<file path="config.mk">
export PLATFORM = sky130hd
export DESIGN_NAME = keypad_4x4_scan
export DESIGN_NICKNAME = d
export VERILOG_FILES = /design/src/rtl/keypad_4x4_scan_pkg.sv /design/src/rtl/keypad_4x4_scan_sync_2ff.sv /design/src/rtl/keypad_4x4_scan.sv
export SDC_FILE = /design/constraint.sdc
export NUM_CORES = 1
export LEC_CHECK = 0
export ABC_AREA = 1
export BUFFER_PORTS_ARGS = -buffer_cell sky130_fd_sc_hd__buf_2
export CORE_MARGIN = 1
export CORE_UTILIZATION = 55
export DETAILED_ROUTE_END_ITERATION = 7
export PLACE_DENSITY_LB_ADDON = 0.1
export SLEW_MARGIN = 20
export SYNTH_ARGS = -nofsm -noshare
export SYNTH_HDL_FRONTEND = slang
export SYNTH_SLANG_ARGS = --single-unit
</file>
<file path="constraint.sdc">
create_clock -name clk -period 2 [get_ports clk]
set_input_delay 0.4 -clock clk [delete_from_list [all_inputs] [get_ports clk]]
set_output_delay 0.4 -clock clk [all_outputs]
set_load 0.01 [all_outputs]
</file>
<file path="src/rtl/keypad_4x4_scan_pkg.sv">
// Shared definitions for the keypad scanner and the display/UI blocks that consume key codes.
package keypad_4x4_scan_pkg;

    localparam int KEY_W = 4;

    typedef enum logic [1:0] {
        ST_SCAN,
        ST_DEBOUNCE,
        ST_PRESSED,
        ST_RELEASE
    } kp_state_t;

    // Lowest set bit wins when several rows are active in one column.
    function automatic logic [1:0] lowest_bit(input logic [3:0] v);
        lowest_bit = 2'd0;
        for (int i = 3; i >= 0; i--)
            if (v[i]) lowest_bit = 2'(i);
    endfunction

    function automatic logic [1:0] onehot_idx(input logic [3:0] v);
        onehot_idx = 2'd0;
        for (int i = 0; i < 4; i++)
            if (v[i]) onehot_idx = 2'(i);
    endfunction

endpackage

</file>
<file path="src/rtl/keypad_4x4_scan_sync_2ff.sv">
// Two-flop synchronizer for asynchronous level inputs.
module sync_2ff #(
    parameter int WIDTH = 4
) (
    input  logic             clk,
    input  logic             reset_p,
    input  logic [WIDTH-1:0] d,
    output logic [WIDTH-1:0] q
);

    logic [WIDTH-1:0] meta;

    always_ff @(posedge clk) begin
        if (reset_p) begin
            meta <= '0;
            q    <= '0;
        end else begin
            meta <= d;
            q    <= meta;
        end
    end

endmodule

</file>
<file path="src/rtl/keypad_4x4_scan.sv">
// 4x4 matrix keypad scanner with press/release debounce and one-cycle key events.
// Define KEYPAD_REPEAT_EN to enable auto-repeat while a key is held.
module keypad_4x4_scan
    import keypad_4x4_scan_pkg::*;
#(
    parameter int SCAN_TICKS     = 100_000,
    parameter int DEBOUNCE_TICKS = 2_000_000,
    parameter int REPEAT_DELAY   = 50_000_000,
    parameter int REPEAT_PERIOD  = 10_000_000
) (
    input  logic             clk,
    input  logic             reset_p,
    input  logic [3:0]       row,
    output logic [3:0]       col,
    output logic [KEY_W-1:0] key_code,
    output logic             key_valid,
    output logic             key_held
);

    localparam int SCW = $clog2(SCAN_TICKS);
    localparam int DBW = $clog2(DEBOUNCE_TICKS + 1);
    localparam logic [SCW-1:0] SCAN_LAST = SCW'(SCAN_TICKS - 1);
    localparam logic [DBW-1:0] DEB_DONE  = DBW'(DEBOUNCE_TICKS);
    localparam logic [DBW-1:0] REL_LAST  = DBW'(DEBOUNCE_TICKS - 1);

    kp_state_t      state;
    logic [3:0]     row_s;
    logic [SCW-1:0] scan_cnt;
    logic [DBW-1:0] deb_cnt;
    logic [1:0]     row_idx;
    logic [1:0]     col_idx;
    logic           rep_fire;

    sync_2ff #(.WIDTH(4)) u_sync (
        .clk     (clk),
        .reset_p (reset_p),
        .d       (row),
        .q       (row_s)
    );

`ifdef KEYPAD_REPEAT_EN
    localparam int RPW = $clog2(REPEAT_DELAY + 1);
    localparam logic [RPW-1:0] REP_LAST   = RPW'(REPEAT_DELAY - 1);
    localparam logic [RPW-1:0] REP_RELOAD = RPW'(REPEAT_DELAY - REPEAT_PERIOD);

    logic [RPW-1:0] rep_cnt;

    assign rep_fire = (state == ST_PRESSED) && (row_s != 4'b0) && (rep_cnt == REP_LAST);

    // Reloading to DELAY-PERIOD makes every later repeat land PERIOD clocks apart.
    always_ff @(posedge clk) begin
        if (reset_p || state != ST_PRESSED || row_s == 4'b0)
            rep_cnt <= '0;
        else if (rep_fire)
            rep_cnt <= REP_RELOAD;
        else
            rep_cnt <= rep_cnt + RPW'(1);
    end
`else
    assign rep_fire = 1'b0;
`endif

    always_ff @(posedge clk) begin
        if (reset_p) begin
            state     <= ST_SCAN;
            col       <= 4'b0001;
            scan_cnt  <= '0;
            deb_cnt   <= '0;
            row_idx   <= '0;
            col_idx   <= '0;
            key_code  <= '0;
            key_valid <= 1'b0;
            key_held  <= 1'b0;
        end else begin
            key_valid <= 1'b0;
            case (state)
                ST_SCAN: begin
                    // Sample only at the end of the window so the column has settled.
                    if (scan_cnt == SCAN_LAST) begin
                        scan_cnt <= '0;
                        if (row_s != 4'b0) begin
                            row_idx <= lowest_bit(row_s);
                            col_idx <= onehot_idx(col);
                            deb_cnt <= '0;
                            state   <= ST_DEBOUNCE;
                        end else begin
                            col <= {col[2:0], col[3]};
                        end
                    end else begin
                        scan_cnt <= scan_cnt + SCW'(1);
                    end
                end
                ST_DEBOUNCE: begin
                    if (!row_s[row_idx]) begin
                        state <= ST_SCAN;
                        col   <= {col[2:0], col[3]};
                    end else if (deb_cnt == DEB_DONE) begin
                        key_valid <= 1'b1;
                        key_code  <= {row_idx, col_idx};
                        key_held  <= 1'b1;
                        state     <= ST_PRESSED;
                    end else begin
                        deb_cnt <= deb_cnt + DBW'(1);
                    end
                end
                ST_PRESSED: begin
                    // The clock that first sees an all-zero column counts toward release.
                    if (row_s == 4'b0) begin
                        state   <= ST_RELEASE;
                        deb_cnt <= DBW'(1);
                    end else if (rep_fire) begin
                        key_valid <= 1'b1;
                    end
                end
                ST_RELEASE: begin
                    if (row_s != 4'b0) begin
                        state   <= ST_PRESSED;
                        deb_cnt <= '0;
                    end else if (deb_cnt == REL_LAST) begin
                        key_held <= 1'b0;
                        state    <= ST_SCAN;
                        col      <= {col[2:0], col[3]};
                    end else begin
                        deb_cnt <= deb_cnt + DBW'(1);
                    end
                end
                default: state <= ST_SCAN;
            endcase
        end
    end

endmodule

</file>
==> metrics.md <==
| Metric | Value |
|---|---|
| CTS root buffer | `clkbuf_8` |
| Number of CTS-inserted buffers | `9` |
| Synth unique cells | `38` |
| Unrepaired setup endpoints after global routing | `no` |
| Die area | `around 6700 um^2` |
| Max Freq | `about 0.54 GHz` |
| Rows | `28` |
| IO Count | `16` |
| Most used cell, CP | `nor2_4` |
| Clock share of power | `49.0%` |
| Pre-CTS setup slack | `just over 0.06 ns` |
| Comb power frac | `under 10%` |
| Core area | `around 6000 um^2` |
| First-pass GRT wire length | `approximately 14000 um` |
| Met1 Use GR | `a little under a third` |
| Ant diodes | `0` |
| Starting Density | `58.1%` |
| Drt pass-1 iters | `5` |
| Post-synthesis area per instance | `~6.3 um^2` |
| Post-Syn Area | `roughly 3500 um^2` |
| Synth-to-layout area growth | `14.9%` |
| Fin util | `66.8%` |
| Die height | `roughly 80 um` |
| Met2 usage | `45.5%` |
| Synthesis warning total | `0` |
| TritonCTS clock tree | `built` |
| Fraction of final layout cells sized beyond drive strength 1 | `a little over an eighth` |
| Number of fill cells | `roughly 570` |
| Buffers & Inverters on Critical Path | `2` |
| H-tree depth | `3` |
| Port buffer count | `15` |
| Max incr delay on CP | `between 0.3 and 0.4 ns` |
| Post-Syn Instances | `555` |
| Via density per instance | `approximately 5.4` |
| Final HPWL DP | `just over 6000 um` |
| Insertion delay to the later sink of the worst-skew pair | `between 0.3 and 0.4 ns` |
| Die Wd | `between 80 and 90 um` |
| CP Class | `register to register` |
| Commonest non-fill, non-tap cell in the layout | `nand2_1` |
| Worst-Margin Slew | `0.387 ns` |
| Total Wirelength | `approximately 8600 um` |
| Min Tclk post-route | `1.86 ns` |
| Sequential-to-total area share from yosys stat | `a little over a third` |
| Sink Count | `between 60 and 70` |
| Clock transition at the registers of the reported paths | `~0.07 ns` |
| Grt met3 use | `under 10%` |
| Min-delay worst type | `primary input to register` |
| Sw power | `approximately 570 uW` |
| Crit path max-delay family | `simple AND/OR/NAND/NOR gates` |
| Internal | `2040 uW` |
| Status | `finished, final reports clean` |
| PwrDens | `~640 nW/um^2` |
| Final setup vio count | `0` |
| Slew Viols, Final | `0` |
| DRC viols | `0` |
| Sequential power share | `48.1%` |
| Crit path cell chain | `ha_2, nand2_2, nor2_4, inv_2, nor2_4, nand2_2, nor2_4, nand3_4, nand2_8, inv_2, nor2_1, nor2_1` |
| Req. time, crit path | `~2.2 ns` |
| Fin crit share | `about 93%` |
| GR Util All Layers | `26.6%` |
| Worst-path fanout max | `11` |
| Relative slew margins | `approximately 74%` |
| GRT busiest layer | `met2` |
| Net Sw Frac | `~22%` |
| Initial antenna violation count | `0` |
| Leakage power | `~0.0018 uW` |
| Via count | `~3600` |
| Most frequent cells in the layout | `120 x nand2_1, 118 x nor2_1, 70 x inv_1` |
| Area taken by multi-input logic gates | `just under 2000 um^2` |
| Syn Nets | `around 560` |
| Final Cell Area | `about 4000 um^2` |
| Final ANT Viol Nets | `0` |
| Total power | `2610 uW` |
| Final worst slack | `around 0.14 ns` |
| Final hold vios | `0` |
| VDD IR max | `~0.53 mV` |
| Nets@finish | `slightly below 600` |
| Reg area | `between 1000 and 1500 um^2` |
| Iteration-0 DRC Markers | `around 320` |
| Global placement routability congestion | `0.893` |
| Placed Area | `3740 um^2` |
| CP Data Arrival Time | `approximately 2.1 ns` |
| Setup_tns | `0 ns` |
| Vias in the first global route | `approximately 3200` |
| Seq cells post-synth | `62` |
| Slowest cell on crit path | `dfxtp_2` |
| Startpoint types | `register` |
| Worst Clk Skew | `~0.011 ns` |
| DR WL/cell | `12.8 um` |
| Grt total ovfl | `0` |
| Bufs on Longest Clock Path | `2` |
| Setup crit end kind | `register` |
| Largest net degree at the start of global routing | `25` |
| Max Cap Viol | `0` |
-- worst reg2reg max path, cell delays in order, from the launching register on --
cell,delay [ns]
dfxtp_2,0.38
ha_2,0.21
nand2_2,0.09
nor2_4,0.14
inv_2,0.06
nor2_4,0.09
nand2_2,0.07
nor2_4,0.13
nand3_4,0.14
nand2_8,0.14
inv_2,0.09
nor2_1,0.15
nor2_1,0.06
-- synth_stat cells, drive strengths merged --
cell	number	area share [%]
nand2	127	14
buf	10	2.1
o211ai	1	0.21
nor4	1	0.18
dfxtp	62	35
xor2	5	1.2
nand4	17	3.0
nor3b	1	0.21
a31oi	1	0.18
xnor2	3	0.75
o22ai	1	0.18
and3	1	0.18
nor2	125	15
nand3	52	7.7
a21oi	22	3.3
o21bai	2	0.43
o21ai	20	2.8
nor3	14	2.1
a211oi	6	1.3
ha	3	1.1
clkbuf	3	0.32
or2	1	0.18
inv	75	8.0
a31o	1	0.25
a22oi	1	0.21
-- per-layer routing --
metal  vias to the layer above  share of wire [%]  wire length [um]
met3                        18                5.4               459
li1                       1844                  -                 -
met4                         0                2.1               176
met5                         -                  0                 0
met2                       110                 49              4160
met1                      1668                 44              3770
-- stage by stage --
stage	instances	hold slack (ns)
after floorplan	555	0.388
after global placement	650	0.392
after detailed placement	650	0.402
after CTS	666	0.242
after global routing	668	0.247
final	668	0.256
-- final timing paths --
| path | endpoint | from | depth (start not counted) | slack [ns] |
|---|---|---|---|---|
| setup reg to reg | deb_cnt[1] | deb_cnt[1] | 12 | 0.14 |
| hold / removal | u_sync.meta[3] | row[3] | 3 | 0.26 |
| hold reg to reg | u_sync.q[2] | u_sync.meta[2] | 2 | 0.41 |
| setup / recovery | deb_cnt[1] | deb_cnt[1] | 12 | 0.14 |
-- power groups by stage --
stage / clock network, uW / logic (uW) / registers [uW]
2_1_floorplan: 0 / 54.3 / 1280
3_3_place_gp: 0 / 73.5 / 1280
3_5_place_dp: 0 / 75.5 / 1280
4_1_cts: 1300 / 76.2 / 1260
5_1_grt: 1340 / 86.0 / 1260
6_report: 1280 / 75.7 / 1250
-- area by class of cell --
class,instances,share of cell area [%]
Sequential cell,62,30.9
Tap cell,75,2.32
Multi-Input combinational cell,406,47.9
Inverter,75,6.96
Clock inverter,5,2.01
Clock buffer,11,3.74
Timing Repair Buffer,34,6.18
-- state kept, by name (all words and copies together), names as in the netlist --
| name | count |
|---|---|
| u_sync.q | 4 |
| state | 2 |
| key_code | 4 |
| scan_cnt | 17 |
| u_sync.meta | 4 |
| col | 4 |
| key_held | 1 |
| deb_cnt | 21 |
| col_idx | 2 |
| row_idx | 2 |
| key_valid | 1 |
-- timing repair --
item                       CTS  global route
setup buffers                0             0
gates resized for setup      0            12
hold buffers                 0             0
setup endpoints to repair    0            25
-- cells by family (layout without fill, tap and decap cells) --
kind of cell	count (synthesis)	in the layout	share of synthesized area, %
flops	62	62	35.2
compound gates	55	55	8.92
buf+inv	88	125	10.4
fa+ha+maj	3	3	1.07
xor+xnor	8	8	1.99
simple gates	339	340	42.4
No activity file was read; power rests on OpenSTA's default activity.
